==> src/rtl/fetch_queue.sv <==
// Instruction-fetch stage: PC register driving a combinational ROM, feeding a circular
// queue of {word, pc} entries delivered over a valid/ready handshake.
module fetch_queue #(
    parameter int unsigned A = 4,
    parameter int unsigned W = 9,
    parameter int unsigned D = 4
) (
    input  logic                   clk,
    input  logic                   reset_n,
    input  logic                   start,
    input  logic [A-1:0]           start_addr,
    input  logic                   halt,
    input  logic                   branch_valid,
    input  logic                   branch_rel,
    input  logic [A-1:0]           branch_pc,
    input  logic [A-1:0]           branch_operand,
    output logic [A-1:0]           rom_addr,
    input  logic [W-1:0]           rom_data,
    output logic                   inst_valid,
    input  logic                   inst_ready,
    output logic [W-1:0]           inst_out,
    output logic [A-1:0]           inst_pc,
    output logic                   halted,
    output logic [$clog2(D+1)-1:0] count
);
    localparam int unsigned PW = $clog2(D);
    localparam int unsigned CW = $clog2(D + 1);

    typedef enum logic [1:0] {StIdle, StRun, StHalted} state_e;

    state_e        state_q;
    logic [A-1:0]  pc_q;
    logic [PW-1:0] rd_ptr_q;
    logic [PW-1:0] wr_ptr_q;
    logic [CW-1:0] count_q;
    logic [W-1:0]  mem_inst [D];
    logic [A-1:0]  mem_pc   [D];

    logic         pop;
    logic         fetch;
    logic         redirect;
    logic [A-1:0] target;

    assign inst_valid = (count_q != '0);
    assign pop        = inst_valid & inst_ready;
    // A pop frees a slot in the same cycle, so a full queue can still accept a fetch.
    assign fetch      = (state_q == StRun) & ~start & ~branch_valid & ~halt &
                        ((count_q < CW'(D)) | pop);
    assign redirect   = branch_valid & (state_q != StIdle);
    assign target     = branch_rel ? (branch_pc + branch_operand) : branch_operand;

    assign rom_addr = pc_q;
    assign count    = count_q;
    assign halted   = (state_q == StHalted);
    assign inst_out = inst_valid ? mem_inst[rd_ptr_q] : '0;
    assign inst_pc  = inst_valid ? mem_pc[rd_ptr_q] : '0;

    always_ff @(posedge clk or negedge reset_n) begin
        if (!reset_n) begin
            state_q  <= StIdle;
            pc_q     <= '0;
            rd_ptr_q <= '0;
            wr_ptr_q <= '0;
            count_q  <= '0;
        end else if (start) begin
            state_q  <= StRun;
            pc_q     <= start_addr;
            rd_ptr_q <= '0;
            wr_ptr_q <= '0;
            count_q  <= '0;
        end else if (redirect) begin
            // Any pop this cycle has already been taken downstream; the rest is discarded.
            pc_q     <= target;
            rd_ptr_q <= '0;
            wr_ptr_q <= '0;
            count_q  <= '0;
            if (state_q == StRun && halt) state_q <= StHalted;
        end else begin
            if (state_q == StRun && halt) state_q <= StHalted;
            if (pop) rd_ptr_q <= rd_ptr_q + 1'b1;
            if (fetch) begin
                wr_ptr_q <= wr_ptr_q + 1'b1;
                pc_q     <= pc_q + 1'b1;
            end
            if (fetch && !pop) begin
                count_q <= count_q + 1'b1;
            end else if (pop && !fetch) begin
                count_q <= count_q - 1'b1;
            end
        end
    end

    always_ff @(posedge clk) begin
        if (fetch) begin
            mem_inst[wr_ptr_q] <= rom_data;
            mem_pc[wr_ptr_q]   <= pc_q;
        end
    end

endmodule

==> config.mk <==
export PLATFORM = sky130hd
export DESIGN_NAME = fetch_queue
export DESIGN_NICKNAME = d
export VERILOG_FILES = /design/src/rtl/fetch_queue.sv
export SDC_FILE = /design/constraint.sdc
export NUM_CORES = 1
export LEC_CHECK = 0
export CAP_MARGIN = 15
export CORE_ASPECT_RATIO = 0.8
export CORE_MARGIN = 8
export CORE_UTILIZATION = 35
export CTS_CLUSTER_DIAMETER = 100
export DETAILED_ROUTE_END_ITERATION = 6
export GPL_TIMING_DRIVEN = 0
export PLACE_DENSITY = 0.66
export SYNTH_ARGS = -nofsm -noshare
export SYNTH_HDL_FRONTEND = slang
export SYNTH_SLANG_ARGS = --single-unit
==> constraint.sdc <==
create_clock -name clk -period 3.6 [get_ports clk]
set_clock_uncertainty 0.1 [all_clocks]
set_input_delay 0.72 -clock clk [delete_from_list [all_inputs] [get_ports clk]]
set_output_delay 0.72 -clock clk [all_outputs]
set_load 0.01 [all_outputs]
# [After elaboration in Yosys (flattened, before gate mapping)]
# Memory sizes are Yosys's and may differ from the RTL's.
# Index checks and enable logic that the tools add are counted.
[op_classes] addsub=6 order_cmp=1 n_eq_ne=2 n_mux=20 n_bitwise=10 n_reduce_logical=11
[op_table] operator="2-to-1 mux 4 bit" n=5
[op_table] operator="2-to-1 mux 2 bit" n=8
[op_table] operator="2-to-1 mux 3 bit" n=4
[op_table] operator="2-to-1 mux 9 bit" n=1
[op_table] operator="nonzero test 3 bit" n=3
[op_table] operator="AND 1 bit" n=6
[op_table] operator="adder 2 x 1 -> 2 bit (second input constant)" n=2
[op_table] operator="adder 4 x 1 -> 4 bit (second input constant)" n=1
[op_table] operator="adder 4 bit" n=1
[op_table] operator="nonzero test 2 bit" n=2
[op_table] operator="nonzero test 4 bit" n=1
[op_table] operator="adder 3 x 1 -> 3 bit (second input constant)" n=1
[op_table] operator="logical AND 1 bit" n=3
[op_table] operator="< comparator 3 bit (second input constant)" n=1
[op_table] operator="NOT 1 bit" n=3
[op_table] operator="subtractor 3 x 1 -> 3 bit (second input constant)" n=1
[op_table] operator="equality test 2 x 1 -> 1 bit (second input constant)" n=1
[op_table] operator="equality test 2 bit (second input constant)" n=1
[op_table] operator="zero test 1 bit" n=2
[op_table] operator="2-to-1 mux 1 bit" n=2
[op_table] operator="bitwise OR 1 bit" n=1
[word_totals] ff_bits=13 ramBits=52 inputBits=28 out_inout_bits=22 word_cells=57 memories=2
[memory_table] name="mem_inst" words=4 width=9 read_ports=1 rd_ports_with_merged_regs=0 write_ports=1 line_no="36" rtl="logic [W-1:0] mem_inst [D];"
[memory_table] name="mem_pc" words=4 width=4 read_ports=1 rd_ports_with_merged_regs=0 write_ports=1 line_no="37" rtl="logic [A-1:0] mem_pc [D];"

# [Depth between registers and ports, before layout]
[depth] depth_word=11 ltp_mapped=8 mapped_depth_nobuf=8

# [Worst setup path before layout]
# OpenSTA, ideal clock, no wires.
[synth_path] kind="input -> register" from="in inst_ready" to="reg count_q[2] (netlist: count[2])" setup_ns=0.077 arrival_ns=2.227 required_ns=3.423 setup_slack_ns=1.196 stages=8 path_buffers=0 cell_sequence="nand2b_1 > nand2_4 > nor2_8 > ha_1 > fa_1 > xnor2_1 > or3_1 > a21oi_1"
[synth_via] elab_chain_len=7 elab_cells_between_ends=11 classes_between="mux: 3; bitwise: 3; reduce/logical: 5"
[synth_rtl] item="start, declared" line_no="20" rtl="input logic inst_ready,"
[synth_rtl] item="AND 1 bit *" line_no="45" rtl="assign pop = inst_valid & inst_ready;"
[synth_rtl] item="bitwise OR 1 bit" line_no="48" rtl="((count_q < CW'(D)) | pop);"
[synth_rtl] item="AND 1 bit" line_no="47" rtl="assign fetch = (state_q == StRun) & ~start & ~branch_valid & ~halt &"
[synth_rtl] item="logical AND 1 bit" line_no="85" rtl="if (fetch && !pop) begin"
[synth_rtl] item="2-to-1 mux 3 bit" line_no="85"
[synth_rtl] item="2-to-1 mux 3 bit" line_no="71" rtl="end else if (redirect) begin"
[synth_rtl] item="2-to-1 mux 3 bit" line_no="65" rtl="end else if (start) begin"
[synth_rtl] item="end signal, assigned" line_no="86" rtl="count_q <= count_q + 1'b1;"
[synth_rtl] item="end signal, assigned" line_no="88" rtl="count_q <= count_q - 1'b1;"
[synth_rtl] item="end, declared" line_no="35" rtl="logic [CW-1:0] count_q;"
# Mark *: on every way between the ends. The rest lies on a longest branch, timed or not.
# A chain may end at the register's enable or synchronous reset.

# [Worst setup path in the final report]
[layout_path] from="reg count_q[2] (netlist: count[2])" to="out inst_pc[0]"
[layout_via] elab_chain_len=2
[layout_rtl] item="nonzero test 3 bit" line_no="44" rtl="assign inst_valid = (count_q != '0);"
[layout_rtl] item="2-to-1 mux 4 bit" line_no="56" rtl="assign inst_pc = inst_valid ? mem_pc[rd_ptr_q] : '0;"
[layout_rtl] item="end, declared" line_no="22" rtl="output logic [A-1:0] inst_pc,"
# Every way passes these cells.

==> key figures <==
Drt
  • Via count: around 1700
  • Routed WL per cell: 15.5 µm
  • Iter 0 DRT Violations: 63
  • Drt via density: roughly 4.6
  • Routed WL: 5.60 mm
  • First-pass DRT Iterations: 4
  • Antenna viol nets, final: 0
  • Drt drc: 0

CTS
  • Post-cts resize count: 0
  • TritonCTS clock tree: done
  • Hold Buf Count CTS: 0
  • Worst-Skew Late Latency: 330 ps
  • CTS Buf Count: 9
  • # Post-CTS Setup Buffers: 0
  • Clk buf depth: 2
  • Root Driver: clkbuf_8
  • Clk slew on worst S/H paths: 70 ps
  • CTS sink cnt: 65
  • H-tree lvl count: 3

Floorplan
  • CORE AREA: 8370 µm²
  • Starting Density: 0.355
  • Die height: 98.4 µm
  • DIE AREA: 11700 µm²
  • IO Pins: 50
  • Rows: 30
  • DIE WIDTH: 119 µm

Timing
  • Worst-Margin Slew: 737 ps
  • Hold Vio Cnt, Final: 0
  • Unrepaired setup endpoints after global routing: false
  • Slack of the critical path: 483 ps
  • Max Transition Viols Final: 0
  • Setup_tns: 0 ps
  • Max Freq: about 320 MHz
  • Setup Viol. Count Final: 0
  • Period minus WS final: 3120 ps
  • Max-slew headroom: 0.509
  • Final period util: 0.866
  • Hold slack: 476 ps

Yosys
  • Yosys warnings: 0
  • Main synth FF type: edfxtp_1
  • Mapped Nets: between 200 and 250
  • Asr flop ratio synth: 0.200
  • Syn_area_per_cell: 16.1 µm²
  • Sequential fraction of the synthesis area: 0.635
  • #FFs+latches synth: 65
  • Synth cell types: 32
  • Post-synth EDFFs: 52
  • Cells after Synth: approximately 190
  • Syn Std Cell Area: 2970 µm²

Cells and area
  • Final cell count without fillers: ~360
  • Layout Nets: around 280
  • Final Cell Area: around 3800 µm²
  • Fraction of layout cells with a size suffix above 1: 0.104
  • P&R area growth vs syn: 28.3%
  • Most common cell after layout, fill and taps aside: edfxtp_1
  • Ant diodes: 0
  • Final Util: 0.455
  • Most frequent cells in the layout: edfxtp_1, clkdlybuf4s50_1, and2_1

Power
  • Switch share: 0.221
  • Comb power frac: 0.135
  • Power Density: roughly 450 nW/µm²
  • Sw Pwr: 0.381 mW
  • Pleak: 1.36 nW
  • Peak VDD IR: 175 µV
  • Internal power: 1.35 mW
  • Part of the power in the clock network: 0.373
  • Sequential power share: 0.492
  • Pwr Total: about 1.7 mW

Global routing
  • Grt met3 use: 0.0566
  • Busiest grt layer: met2
  • Largest net degree at the start of global routing: 14
  • Met1 usage: 0.124
  • Global-route wire length before repair: 9.22 mm
  • Vias in the first global route: 1761
  • GRT Util Overall: 0.101
  • Grt ovf: 0
  • Antenna violations before repair: 0
  • GRT met2 Usage: 0.147

Worst setup path
  • Crit-path cells: or3_1 -> clkbuf_1 -> clkbuf_1 -> and2_1 -> clkdlybuf4s50_1
  • CP peak stage delay: roughly 540 ps
  • Arr. time, crit path: 2300 ps
  • Crit-path slowest cell: clkdlybuf4s50_1
  • CP Class: reg2out
  • Worst path most repeated cell: clkbuf_1
  • Critical Path Fanout Max: 10
  • Critical Path RT: 2780 ps
  • Worst Setup Start Kind: flip-flop
  • Family with the most delay on the worst path: buffers and inverters
  • Bufs and invs on worst path: 3
  • Crit end category: primary output

Outcome
  • Status: complete, no violations

Placed design
  • Placed insts: 346
  • GP Congestion: about 0.76
  • Placement-stage cell area: 3600 µm²
  • Post-DP HPWL: around 3.9 mm
  • IO Port Bufs: 49
  • Worst slack after detailed placement: around 530 ps

Hold path
  • Hold Path Class: reg2reg

Run
  • Max-cap viol count: 0
[cells in the mapped netlist, types with 4 or more instances]
master / n / area, µm²
a21oi_1: 7 / 35.0
xnor2_1: 5 / 43.8
inv_1: 7 / 26.3
mux4_2: 5 / 113
nand2b_1: 4 / 25.0
xor2_1: 5 / 43.8
nor2_1: 13 / 48.8
nand3_1: 4 / 20.0
dfrtp_1: 13 / 325
ha_1: 9 / 113
and2_1: 17 / 106
mux4_1: 8 / 210
edfxtp_1: 52 / 1560
nand2_1: 6 / 22.5
[power groups by stage]
stage,logic (mW),clock network (mW),registers (mW)
6_report,0.233,0.645,0.850
5_1_grt,0.257,0.699,0.852
4_1_cts,0.238,0.660,0.851
3_5_place_dp,0.237,0,0.866
3_3_place_gp,0.234,0,0.865
2_1_floorplan,0.114,0,0.865
[sequential cells by signal (all words and copies together), names as in the netlist]
register and cells:
mem_inst 36, mem_pc 16, rom_addr 4, count 3, rd_ptr_q 2, state_q 2, wr_ptr_q 2
[kinds of logic after synthesis]
group,Yosys count,share of synthesized area
buffers and inverters,14,0.0265
DFF,65,0.635
and+or+nand+nor,51,0.102
AOI/OAI and AO/OA,18,0.0371
muxes,16,0.119
xor gates and xnor gates,10,0.0295
adders and majority gates,11,0.0514
[layout make-up]
cell class | count | area, µm²
Fill cell | 723 | 4560
Buffer | 7 | 52.6
Clock buffer | 10 | 128
Timing Repair Buffer | 49 | 490
Clock inverter | 6 | 82.6
Multi-Input combinational cell | 106 | 1010
Sequential cell | 65 | 1890
Inverter | 7 | 26.3
Tap cell | 112 | 140
[path summary, 6_finish.rpt]
kind | start | to | slack, ps | cells after the start
hold / removal | count[1]$_DFFE_PN0P_ | count[1]$_DFFE_PN0P_ | 480 | 2
setup / recovery | count[2]$_DFFE_PN0P_ | inst_pc[0] | 480 | 5
setup reg to reg | count[2]$_DFFE_PN0P_ | count[2]$_DFFE_PN0P_ | 1240 | 8
min in group asynchronous | reset_n | state_q[1]$_DFFE_PN0P_ | 680 | 1
max in group asynchronous | reset_n | rd_ptr_q[0]$_DFFE_PN0P_ | 2310 | 1
hold reg to reg | count[1]$_DFFE_PN0P_ | count[1]$_DFFE_PN0P_ | 480 | 2
[worst register-to-register path, cell delays in order (launching register included)]
cell,delay [ps]
dfrtp_1,410
or3_1,130
clkbuf_1,260
nand2_1,140
ha_1,250
fa_1,390
xnor2_1,140
or3_1,300
a21oi_1,150
[per-layer routing]
metal	vias up	part of all wire
met2	47	0.45
li1	807	-
met5	-	0
met4	0	0.0075
met3	6	0.089
met1	794	0.45
Power figures use the tool's default switching activity.
